### src/rtl/uart_pkg.sv
`default_nettype none
// ============================================================================
// Module   : uart_pkg
// Brief    : Register map, STATUS bit positions and FSM state type for uart_tx.
// Revision : 1.0
// ============================================================================
package uart_pkg;

    localparam logic [1:0] c_REG_CTRL   = 2'd0;
    localparam logic [1:0] c_REG_DIV    = 2'd1;
    localparam logic [1:0] c_REG_DATA   = 2'd2;
    localparam logic [1:0] c_REG_STATUS = 2'd3;

    localparam int c_STAT_BUSY    = 0;
    localparam int c_STAT_EMPTY   = 1;
    localparam int c_STAT_FULL    = 2;
    localparam int c_STAT_OVF     = 3;
    localparam int c_STAT_CNT_LSB = 4;
    localparam int c_STAT_CNT_W   = 3;

    typedef enum logic [1:0] {
        S_IDLE  = 2'd0,
        S_START = 2'd1,
        S_DATA  = 2'd2,
        S_STOP  = 2'd3
    } tx_state_t;

endpackage
`default_nettype wire

### src/rtl/uart_fifo.sv
`default_nettype none
// ============================================================================
// Module   : uart_fifo
// Brief    : Synchronous power-of-two FIFO; a push while full is accepted only
//            when a pop happens in the same cycle.
// Revision : 1.0
// ============================================================================
module uart_fifo #(
    parameter int DEPTH = 4,
    parameter int WIDTH = 8
) (
    input  logic                         clk,
    input  logic                         rst,
    input  logic                         i_push,
    input  logic [WIDTH-1:0]             i_data,
    input  logic                         i_pop,
    output logic [WIDTH-1:0]             o_data,
    output logic                         o_full,
    output logic                         o_empty,
    output logic [$clog2(DEPTH+1)-1:0]   o_count
);

    localparam int c_PTR_W = (DEPTH > 1) ? $clog2(DEPTH) : 1;
    localparam int c_CNT_W = $clog2(DEPTH + 1);
    localparam logic [c_PTR_W-1:0] c_PTR_ONE = c_PTR_W'(1);
    localparam logic [c_CNT_W-1:0] c_CNT_ONE = c_CNT_W'(1);
    localparam logic [c_CNT_W-1:0] c_CNT_MAX = c_CNT_W'(DEPTH);

    logic [WIDTH-1:0]   r_mem [DEPTH];
    logic [c_PTR_W-1:0] r_rd_ptr;
    logic [c_PTR_W-1:0] r_wr_ptr;
    logic [c_CNT_W-1:0] r_count;
    logic               w_pop_ok;
    logic               w_push_ok;

    assign o_full    = (r_count == c_CNT_MAX);
    assign o_empty   = (r_count == '0);
    assign o_count   = r_count;
    assign o_data    = r_mem[r_rd_ptr];
    assign w_pop_ok  = i_pop && !o_empty;
    // When full, the slot being written is the one being popped this cycle.
    assign w_push_ok = i_push && (!o_full || w_pop_ok);

    always_ff @(posedge clk) begin
        if (w_push_ok) begin
            r_mem[r_wr_ptr] <= i_data;
        end
    end

    always_ff @(posedge clk) begin
        if (rst) begin
            r_rd_ptr <= '0;
            r_wr_ptr <= '0;
            r_count  <= '0;
        end else begin
            if (w_push_ok) begin
                r_wr_ptr <= r_wr_ptr + c_PTR_ONE;
            end
            if (w_pop_ok) begin
                r_rd_ptr <= r_rd_ptr + c_PTR_ONE;
            end
            case ({w_push_ok, w_pop_ok})
                2'b10:   r_count <= r_count + c_CNT_ONE;
                2'b01:   r_count <= r_count - c_CNT_ONE;
                default: r_count <= r_count;
            endcase
        end
    end

endmodule
`default_nettype wire

### src/rtl/uart_tx.sv
`default_nettype none
// ============================================================================
// Module   : uart_tx
// Brief    : Memory-mapped 8N1 UART transmitter with 4-entry TX FIFO, DIV
//            bit-period register and drain interrupt.
// Revision : 1.0
// ============================================================================
module uart_tx
    import uart_pkg::*;
#(
    parameter int          FIFO_DEPTH = 4,
    parameter logic [15:0] DIV_RESET  = 16'h000F
) (
    input  logic        clk,
    input  logic        reset,
    input  logic [29:0] Addr,
    input  logic        WE,
    input  logic [31:0] Din,
    output logic [31:0] Dout,
    output logic        IRQ,
    output logic        txd
);

    localparam int c_CNT_W = $clog2(FIFO_DEPTH + 1);

    logic               r_en;
    logic               r_ie;
    logic [15:0]        r_div;
    logic               r_ovf;
    tx_state_t          r_state;
    logic [15:0]        r_baud;
    logic [7:0]         r_shift;
    logic [2:0]         r_idx;
    logic               r_txd;

    logic               w_rst;
    logic               w_push;
    logic               w_pop;
    logic               w_full;
    logic               w_empty;
    logic               w_busy;
    logic [7:0]         w_head;
    logic [c_CNT_W-1:0] w_count;
    logic [c_STAT_CNT_W-1:0] w_count_field;
    logic               w_unused_bits;

    assign w_rst         = ~reset;
    assign w_push        = WE && (Addr[1:0] == c_REG_DATA);
    assign w_pop         = (r_state == S_IDLE) && r_en && !w_empty;
    assign w_busy        = (r_state != S_IDLE);
    assign w_count_field = c_STAT_CNT_W'(w_count);
    assign w_unused_bits = &{1'b0, Addr[29:2], Din[31:16]};

    uart_fifo #(
        .DEPTH (FIFO_DEPTH),
        .WIDTH (8)
    ) u_fifo (
        .clk     (clk),
        .rst     (w_rst),
        .i_push  (w_push),
        .i_data  (Din[7:0]),
        .i_pop   (w_pop),
        .o_data  (w_head),
        .o_full  (w_full),
        .o_empty (w_empty),
        .o_count (w_count)
    );

    always_ff @(posedge clk) begin
        if (!reset) begin
            r_en  <= 1'b0;
            r_ie  <= 1'b0;
            r_div <= DIV_RESET;
            r_ovf <= 1'b0;
        end else begin
            if (WE && (Addr[1:0] == c_REG_CTRL)) begin
                r_en <= Din[0];
                r_ie <= Din[1];
            end
            if (WE && (Addr[1:0] == c_REG_DIV)) begin
                r_div <= Din[15:0];
            end
            if (WE && (Addr[1:0] == c_REG_STATUS)) begin
                r_ovf <= 1'b0;
            end else if (w_push && w_full && !w_pop) begin
                r_ovf <= 1'b1;
            end
        end
    end

    // Bit counter reloads from live DIV, so a DIV write lands at a bit boundary.
    always_ff @(posedge clk) begin
        if (!reset) begin
            r_state <= S_IDLE;
            r_baud  <= '0;
            r_shift <= '0;
            r_idx   <= '0;
            r_txd   <= 1'b1;
        end else begin
            case (r_state)
                S_IDLE: begin
                    r_txd <= 1'b1;
                    if (w_pop) begin
                        r_shift <= w_head;
                        r_baud  <= r_div;
                        r_txd   <= 1'b0;
                        r_state <= S_START;
                    end
                end
                S_START: begin
                    if (r_baud == '0) begin
                        r_baud  <= r_div;
                        r_idx   <= '0;
                        r_txd   <= r_shift[0];
                        r_state <= S_DATA;
                    end else begin
                        r_baud <= r_baud - 16'd1;
                    end
                end
                S_DATA: begin
                    if (r_baud == '0) begin
                        r_baud  <= r_div;
                        r_shift <= {1'b0, r_shift[7:1]};
                        if (r_idx == 3'd7) begin
                            r_txd   <= 1'b1;
                            r_state <= S_STOP;
                        end else begin
                            r_idx <= r_idx + 3'd1;
                            r_txd <= r_shift[1];
                        end
                    end else begin
                        r_baud <= r_baud - 16'd1;
                    end
                end
                S_STOP: begin
                    if (r_baud == '0) begin
                        r_state <= S_IDLE;
                    end else begin
                        r_baud <= r_baud - 16'd1;
                    end
                end
                default: r_state <= S_IDLE;
            endcase
        end
    end

    always_comb begin
        Dout = '0;
        case (Addr[1:0])
            c_REG_CTRL: Dout[1:0]  = {r_ie, r_en};
            c_REG_DIV:  Dout[15:0] = r_div;
            c_REG_STATUS: begin
                Dout[c_STAT_BUSY]  = w_busy;
                Dout[c_STAT_EMPTY] = w_empty;
                Dout[c_STAT_FULL]  = w_full;
                Dout[c_STAT_OVF]   = r_ovf;
                Dout[c_STAT_CNT_LSB +: c_STAT_CNT_W] = w_count_field;
            end
            default: Dout = '0;
        endcase
    end

    assign IRQ = r_ie && w_empty && (r_state == S_IDLE);
    assign txd = r_txd;

endmodule
`default_nettype wire

### config.mk
export PLATFORM = sky130hd
export DESIGN_NAME = uart_tx
export DESIGN_NICKNAME = d
export VERILOG_FILES = /design/src/rtl/uart_pkg.sv /design/src/rtl/uart_fifo.sv /design/src/rtl/uart_tx.sv
export SDC_FILE = /design/constraint.sdc
export NUM_CORES = 1
export LEC_CHECK = 0
export BUFFER_PORTS_ARGS = -buffer_cell sky130_fd_sc_hd__buf_2
export CAP_MARGIN = 0
export CORE_ASPECT_RATIO = 0.75
export CORE_UTILIZATION = 61
export CTS_BUF_LIST = sky130_fd_sc_hd__clkbuf_8
export DETAILED_ROUTE_END_ITERATION = 16
export PLACE_DENSITY = 0.87
export SLEW_MARGIN = 15
export SYNTH_ARGS = -nofsm -noshare
export SYNTH_HDL_FRONTEND = slang
export SYNTH_HIERARCHICAL = 1
export SYNTH_SLANG_ARGS = --single-unit
### constraint.sdc
create_clock -name clk -period 4.8 [get_ports clk]
set_input_delay 0.48 -clock clk [delete_from_list [all_inputs] [get_ports clk]]
set_output_delay 0.48 -clock clk [all_outputs]
set_load 0.005 [all_outputs]
* Word level (Yosys, flattened, before mapping) *
Memory sizes are Yosys's and may differ from the RTL's. A register that Yosys moved wholly into a read port is not among the register bits.
Cells that the tools add are included.

word-level totals
  flip-flop bits (word level) = 56
  RAM bits = 32
  input port bits = 65
  output and inout bits = 34
  logic and storage cells = 99
  memories = 1

cells by class
  $add $sub $neg = 6
  equal/unequal tests = 17
  multiplexer cells = 30
  bitwise gates (word level) = 1
  reduce and logical (&&, ||, !) cells = 32

memory list
  name          depth  width  read ports  clocked after Yosys merged registers in  write ports  RTL line         source
  u_fifo.r_mem  4      8      1           1                                        1            uart_fifo.sv:29  logic [WIDTH-1:0] r_mem [DEPTH];

operator list
  cell                                                 count
  2-to-1 mux 16 bit                                    3
  one-hot mux 16 bit (3 select lines)                  1
  zero test 16 bit                                     1
  2-to-1 mux 8 bit                                     2
  one-hot mux 8 bit (2 select lines)                   1
  subtractor 16 x 1 -> 16 bit (second input constant)  1
  2-to-1 mux 2 bit                                     7
  logical AND 1 bit                                    12
  != test 2 bit (second input constant)                6
  one-hot mux 3 bit (2 select lines)                   2
  == test 2 bit (second input constant)                5
  one-hot mux 5 bit (2 select lines)                   1
  2-to-1 mux 3 bit                                     3
  2-to-1 mux 9 bit                                     1
  one-hot mux 2 bit (4 select lines)                   1
  nonzero test 2 bit                                   4
  adder 3 x 1 -> 3 bit (second input constant)         2
  == test 2 x 1 -> 1 bit (second input constant)       3
  == test 3 bit (second input constant)                2
  2-to-1 mux 1 bit                                     6
  one-hot mux 2 bit (3 select lines)                   1
  AND reduction 3 bit                                  2
  AND reduction 5 bit                                  1
  adder 2 x 1 -> 2 bit (second input constant)         2
  other kinds (12)                                     16

* Logic depth before layout (Yosys ltp) *
  word-level depth = 8
  mapped depth = 14
  mapped depth without buffers = 13

* Cells and area by module *
The synthesis kept the hierarchy.

modules (own cells, without submodules)
  module     times used  cells an instance  area each (um2)  seq. area each (um2)
  uart_tx    1           389                2962.8           980.9
  uart_fifo  1           96                 1645.3           1141.1

* Least setup slack after synthesis *
No wires, ideal clock.

  kind = register to register
  start point = register r_state[0]
  end point = register u_fifo.r_count[2], in the netlist u_fifo/o_count[2]
  library setup time = 0.070 ns
  arrival = 2.376 ns
  required time = 4.730 ns
  setup slack = 2.353 ns
  cell stages (with the launch flop) = 15
  path buffers = 1
  period minus slack after synthesis = 2.447 ns
  cell sequence = dfxtp_1 > inv_1 > ha_1 > clkbuf_1 > nand3b_1 > inv_1 > inv_1 > a21boi_2 > inv_1 > ha_1 > inv_1 > fa_1 > xor2_1 > or3_2 > a21oi_1

on the way
  longest elaborated chain between the ends = 8
  elaborated cells between the ends (all ways) = 10
  those cells by class = 2 x eq/ne; 1 x mux; 7 x reduce/logical

ends and longest elaborated chain
  element                                                                   RTL line         source
  start: declaration                                                        uart_tx.sv:30    tx_state_t r_state;
  start signal: assignment                                                  uart_tx.sv:94    r_state <= S_IDLE;
  start signal: assignment                                                  uart_tx.sv:107   r_state <= S_START;
  start signal: assignment                                                  uart_tx.sv:115   r_state <= S_DATA;
  zero test 2 bit (*)                                                       uart_tx.sv:49    assign w_pop = (r_state == S_IDLE) && r_en && !w_empty;
  logical AND 1 bit (*) (2 in a row)                                        uart_tx.sv:49
  net w_pop                                                                 uart_tx.sv:38    logic w_pop;
  logical AND 1 bit (*)                                                     uart_fifo.sv:40  assign w_pop_ok = i_pop && !o_empty;
  logical OR 1 bit                                                          uart_fifo.sv:42  assign w_push_ok = i_push && (!o_full || w_pop_ok);
  logical AND 1 bit                                                         uart_fifo.sv:42
  == test 2 x 1 -> 1 bit or == test 2 bit (tied branches)                   uart_fifo.sv:62  case ({w_push_ok, w_pop_ok})
  one-hot mux 3 bit (2 select lines) or nonzero test 2 bit (tied branches)  n/a
  end signal: assignment                                                    uart_fifo.sv:63  2'b10: r_count <= r_count + c_CNT_ONE;
  end signal: assignment                                                    uart_fifo.sv:64  2'b01: r_count <= r_count - c_CNT_ONE;
  end signal: assignment                                                    uart_fifo.sv:65  default: r_count <= r_count;
  end: declaration                                                          uart_fifo.sv:32  logic [c_CNT_W-1:0] r_count;

Mark *: on every way through the listed nets, which the timed path passes. The rest lies on a longest branch.
A chain may end at the register's enable or synchronous reset.

* Worst setup path in the final report *
  start point = register u_fifo.r_count[1], in the netlist u_fifo/o_count[1]
  end point = register u_fifo.r_count[2], in the netlist u_fifo/o_count[2]

on the way
  longest elaborated chain between the ends = 8
  elaborated cells between the ends (all ways) = 14
  those cells by class = 2 x add/sub; 3 x eq/ne; 1 x mux; 8 x reduce/logical

ends and longest elaborated chain
  element                                                                   RTL line         source
  zero test 3 bit (*)                                                       uart_fifo.sv:37  assign o_empty = (r_count == '0);
  net w_empty                                                               uart_tx.sv:40    logic w_empty;
  zero test 1 bit (*)                                                       uart_tx.sv:49
  logical AND 1 bit (*)                                                     uart_tx.sv:49
  net w_pop                                                                 uart_tx.sv:38
  logical AND 1 bit (*)                                                     uart_fifo.sv:40
  logical OR 1 bit                                                          uart_fifo.sv:42
  logical AND 1 bit                                                         uart_fifo.sv:42
  == test 2 x 1 -> 1 bit or == test 2 bit (tied branches)                   uart_fifo.sv:62
  one-hot mux 3 bit (2 select lines) or nonzero test 2 bit (tied branches)  n/a

Marked as above.

==> qor.csv <==
stage,metric,value,unit
run_status,run status,"finished, final reports clean",
yosys,portion of netlist area occupied by mux cells,8.09,%
final_layout,sequential standard cell area,2120,um^2
placement,"worst slack, placed",1.81,ns
die,Core ar.,7330,um^2
global_routing,total overflow reported by the global router,0,
power_and_ir_drop,Cell Pwr Density,476,nW/um^2
route,detailed-routing iteration count for the pre-antenna-repair pass,5,
final_layout,number of filler cells placed in the layout,553,
sta,final worst hold slack,0.346,ns
global_routing,wire length of the first global-routing pass,17000,um
yosys,fraction of post-synthesis cell area in the top cell type by area,25.2,%
die,width of the die,102,um
yosys,Syn Inst Count,485,
clock_tree,PostCTS Resize Cnt,0,
die,vertical extent of the die,77.3,um
global_routing,GRT busiest layer,met2,
route,average vias per placed instance,6.08,
setup_path,type of origin of the critical path,register,
final_layout,share of layout cells above drive strength 1,16.1,%
sta,maximum clock frequency,0.325,GHz
global_routing,number of global-route vias before repair,3497,
clock_tree,root buffer selected by CTS,clkbuf_8,
power_and_ir_drop,Pleak,1.89,nW
sta,Worst slew margin,34.5,%
clock_tree,clock latency on the worst-skew pair,0.36,ns
sta,final setup violating endpoints,0,
clock_tree,setup repair bufs after CTS,0,
yosys,Unique masters post-synth,64,
setup_path,required time of the critical path,5.09,ns
die,cell row count,27,
yosys,sequential-to-total area share from yosys stat,46.0,%
setup_path,endpoint arrival time on the critical path,3.37,ns
job,count of maximum capacitance violations,0,
sta,number of hold violations in the final report,0,
die,die area,7910,um^2
yosys,async set-or-reset flop fraction in the synthesized netlist,0,%
clock_tree,Sinks on Clock Net,90,
power_and_ir_drop,IR Drop Worst-Case VDD,219,uV
clock_tree,clock tree buffer depth,2,
global_routing,met2 usage in global routing,43.4,%
sta,Worst Max-Slew Pin Slew,0.982,ns
yosys,number of synthesized flops with an enable pin,32,
die,Starting Density,62.9,%
power_and_ir_drop,final total power,2.35,mW
setup_path,endpoint type of the worst setup path,register,
final_layout,Antenna Cells,0,
yosys,synthesized-area fraction occupied by xor and xnor cells,1.14,%
sta,setup_tns,0,ns
route,DRC viols,0,
setup_path,launch point of the critical path,u_fifo/o_count[1],
sta,Pins Over Slew Limit,0,
clock_tree,Num CTS Buffers,9,
clock_tree,count of hold-fix buffers inserted at cts,0,
yosys,dominant combinational cell family by area after synthesis,simple AND/OR/NAND/NOR gates,
sta,Tmin final,3.07,ns
yosys,post-synthesis average cell area,9.50,um^2
yosys,post-synthesis adder-cell area fraction,3.69,%
setup_path,"Top cell by count, worst path",inv_1,
final_layout,area added between synthesis and finish,7.06,%
yosys,Synth Cell Area,4610,um^2
sta,fraction of the cycle the final worst path needs,64.0,%
placement,HPWL after detailed placement,7180,um
global_routing,GRT Util Overall,28.4,%
final_layout,Layout Nets,581,
min_path,Worst Min Path Start,Din[13],
sta,worst path setup slack after routing,1.73,ns
route,total via count in the routed design,3702,
global_routing,met1 usage in global routing,38.3,%
setup_path,series of cell instances along the critical path,nor3_1 > nand3b_1 > inv_1 > inv_1 > a21boi_2 > inv_1 > ha_1 > inv_1 > fa_1 > xor2_1 > or3_2 > a21oi_1,
placement,Post-Place Cell Area,4740,um^2
sta,RSZ-0062 raised after global routing,no,
clock_tree,clock-pin slew on the worst setup and hold paths,0.10,ns
placement,port buffer count,38,
route,final wirelength,10500,um
setup_path,Setup CP Type,register to register,
placement,gp weighted congestion,0.898,
yosys,cell types occupying the most area after synthesis,"dfxtp_1 25%, edfxtp_1 21%, nand2_1 5.1%, a21oi_1 4.9%, mux4_2 3.9%",
setup_path,startpoint of the most critical register-to-register path,u_fifo/o_count[1],
min_path,Hold/Removal Path Class,primary input to register,
yosys,post-synthesis cell type with the largest combined area,dfxtp_1,
setup_path,largest fanout on the critical path,7,
yosys,"post-synthesis share of cell area spent on and, or, nand and nor gates",17.2,%
route,Antenna Violating Nets Remaining,0,
yosys,Syn. warnings,6,
route,number of design-rule violations left by the first detailed-router iteration,229,
yosys,Synth Register Bits,90,
global_routing,largest net degree at the start of global routing,43,
die,number of I/O pins,99,
clock_tree,htree depth,3,
global_routing,number of antenna violations at the first check in global routing,0,
route,WL/cell,17.2,um
setup_path,biggest cell delay along the critical path,0.59,ns
yosys,area fraction in compound gates after synthesis,16.3,%
yosys,primary flip-flop cell chosen by synthesis mapping,dfxtp_1,
final_layout,post-route cell area,4930,um^2
clock_tree,clock tree from TritonCTS,yes,
global_routing,met3 routing resource usage after global routing,8.48,%
setup_path,"slowest stage cell, crit path",nor3_1,
sta,Fin Clk Skew,0.0113,ns
final_layout,total area of multi-input combinational cells,2200,um^2
## stage by stage
step	utilization, %	std cells
after global routing	67.3	609
final	67.3	609
after global placement	64.7	593
after floorplan	-	500
after CTS	67.2	609
after detailed placement	64.7	593
## cells by family (layout without fill, tap and decap cells)
kind of cell / after synthesis / in the layout
other cells: 1 / 16
compound gates: 118 / 118
xor+xnor: 6 / 6
flops: 90 / 90
buf+inv: 72 / 80
fa+ha+maj: 13 / 13
mux: 26 / 26
simple gates: 159 / 159
## worst paths after layout
check | endpoint | slack, ns | cells after the start
min reg2reg | r_baud[5] | 0.49 | 2
max reg2reg | u_fifo/o_count[2] | 1.73 | 12
max | u_fifo/o_count[2] | 1.73 | 12
min | r_div[13] | 0.35 | 3
## routing by layer
| layer | vias up | share of wire, % |
|---|---|---|
| li1 | 1741 | - |
| met1 | 1736 | 41 |
| met2 | 205 | 47 |
| met3 | 20 | 11 |
| met4 | 0 | 1.5 |
| met5 | - | 0 |
## cell type report
type	count	share of cell area (%)
flip-flops and latches	90	43.0
clock buffers	10	2.79
repair buffers	41	4.31
inverters	23	1.75
multi-input cells	338	44.6
well taps	101	2.56
clock inverters	6	0.964
## flip-flops by register name (all words and copies together) (netlist names), 2 cells and up, named ones only
register,cells
u_fifo/r_mem,32
r_baud,16
r_div,16
r_shift,8
r_idx,3
u_fifo/o_count,3
r_state,2
u_fifo/r_rd_ptr,2
u_fifo/r_wr_ptr,2
## power breakdown
part	internal [mW]	switching [mW]
clock	0.209	0.278
combinational	0.347	0.605
sequential	0.853	0.0552
## critical path, delay by kind of cell (launching register included)
family / cells / cell delay [ns]
flip-flops: 1 / 0.38
adder cells (fa/ha/maj): 2 / 0.54
XOR/XNOR: 1 / 0.16
buffers and inverters: 4 / 0.36
AND/OR/NAND/NOR: 3 / 1.29
AO/OA/AOI/OAI: 2 / 0.27
## synthesized netlist by cell type (2+ instances only)
library cell and instances:
o32ai_1 4, and2_2 4, a311oi_1 2, nor2b_1 7
buf_4 17, o21ai_1 2, nand2_1 63, a21oi_1 45
dfxtp_1 58, or3_1 7, mux2_4 2, and3_1 3
and2_1 13, clkbuf_1 25, edfxtp_1 32, nand2b_1 6
xor2_1 5, nor3_1 12, nor2_1 23, nor4_1 3
a31oi_1 5, ha_1 12, o21ai_0 16, mux2i_1 14
o31ai_1 3, buf_1 3, a211oi_1 8, mux2_2 2
or4_1 2, inv_1 23, a22oi_1 2, buf_2 3
a22o_1 2, mux4_2 8, a32oi_1 8, o22ai_1 7
nand3_1 7
## cell usage in the layout, fill, tap and decap left out, types with 5 or more instances in the layout
| cell | count |
|---|---|
| nor3_1 | 12 |
| edfxtp_1 | 32 |
| o21ai_0 | 16 |
| dfxtp_1 | 58 |
| nand2b_1 | 6 |
| and2_1 | 13 |
| inv_1 | 24 |
| ha_1 | 12 |
| conb_1 | 16 |
| a21oi_1 | 45 |
| mux4_2 | 8 |
| a32oi_1 | 8 |
| clkbuf_8 | 10 |
| nand3_1 | 7 |
| nor2b_1 | 7 |
| nand2_1 | 63 |
| o22ai_1 | 7 |
| or3_1 | 7 |
| a211oi_1 | 8 |
| nor2_1 | 23 |
| xor2_1 | 5 |
| a31oi_1 | 5 |
| mux2i_1 | 14 |
| buf_2 | 38 |
Note: power is estimated with default switching activity, not from simulation.
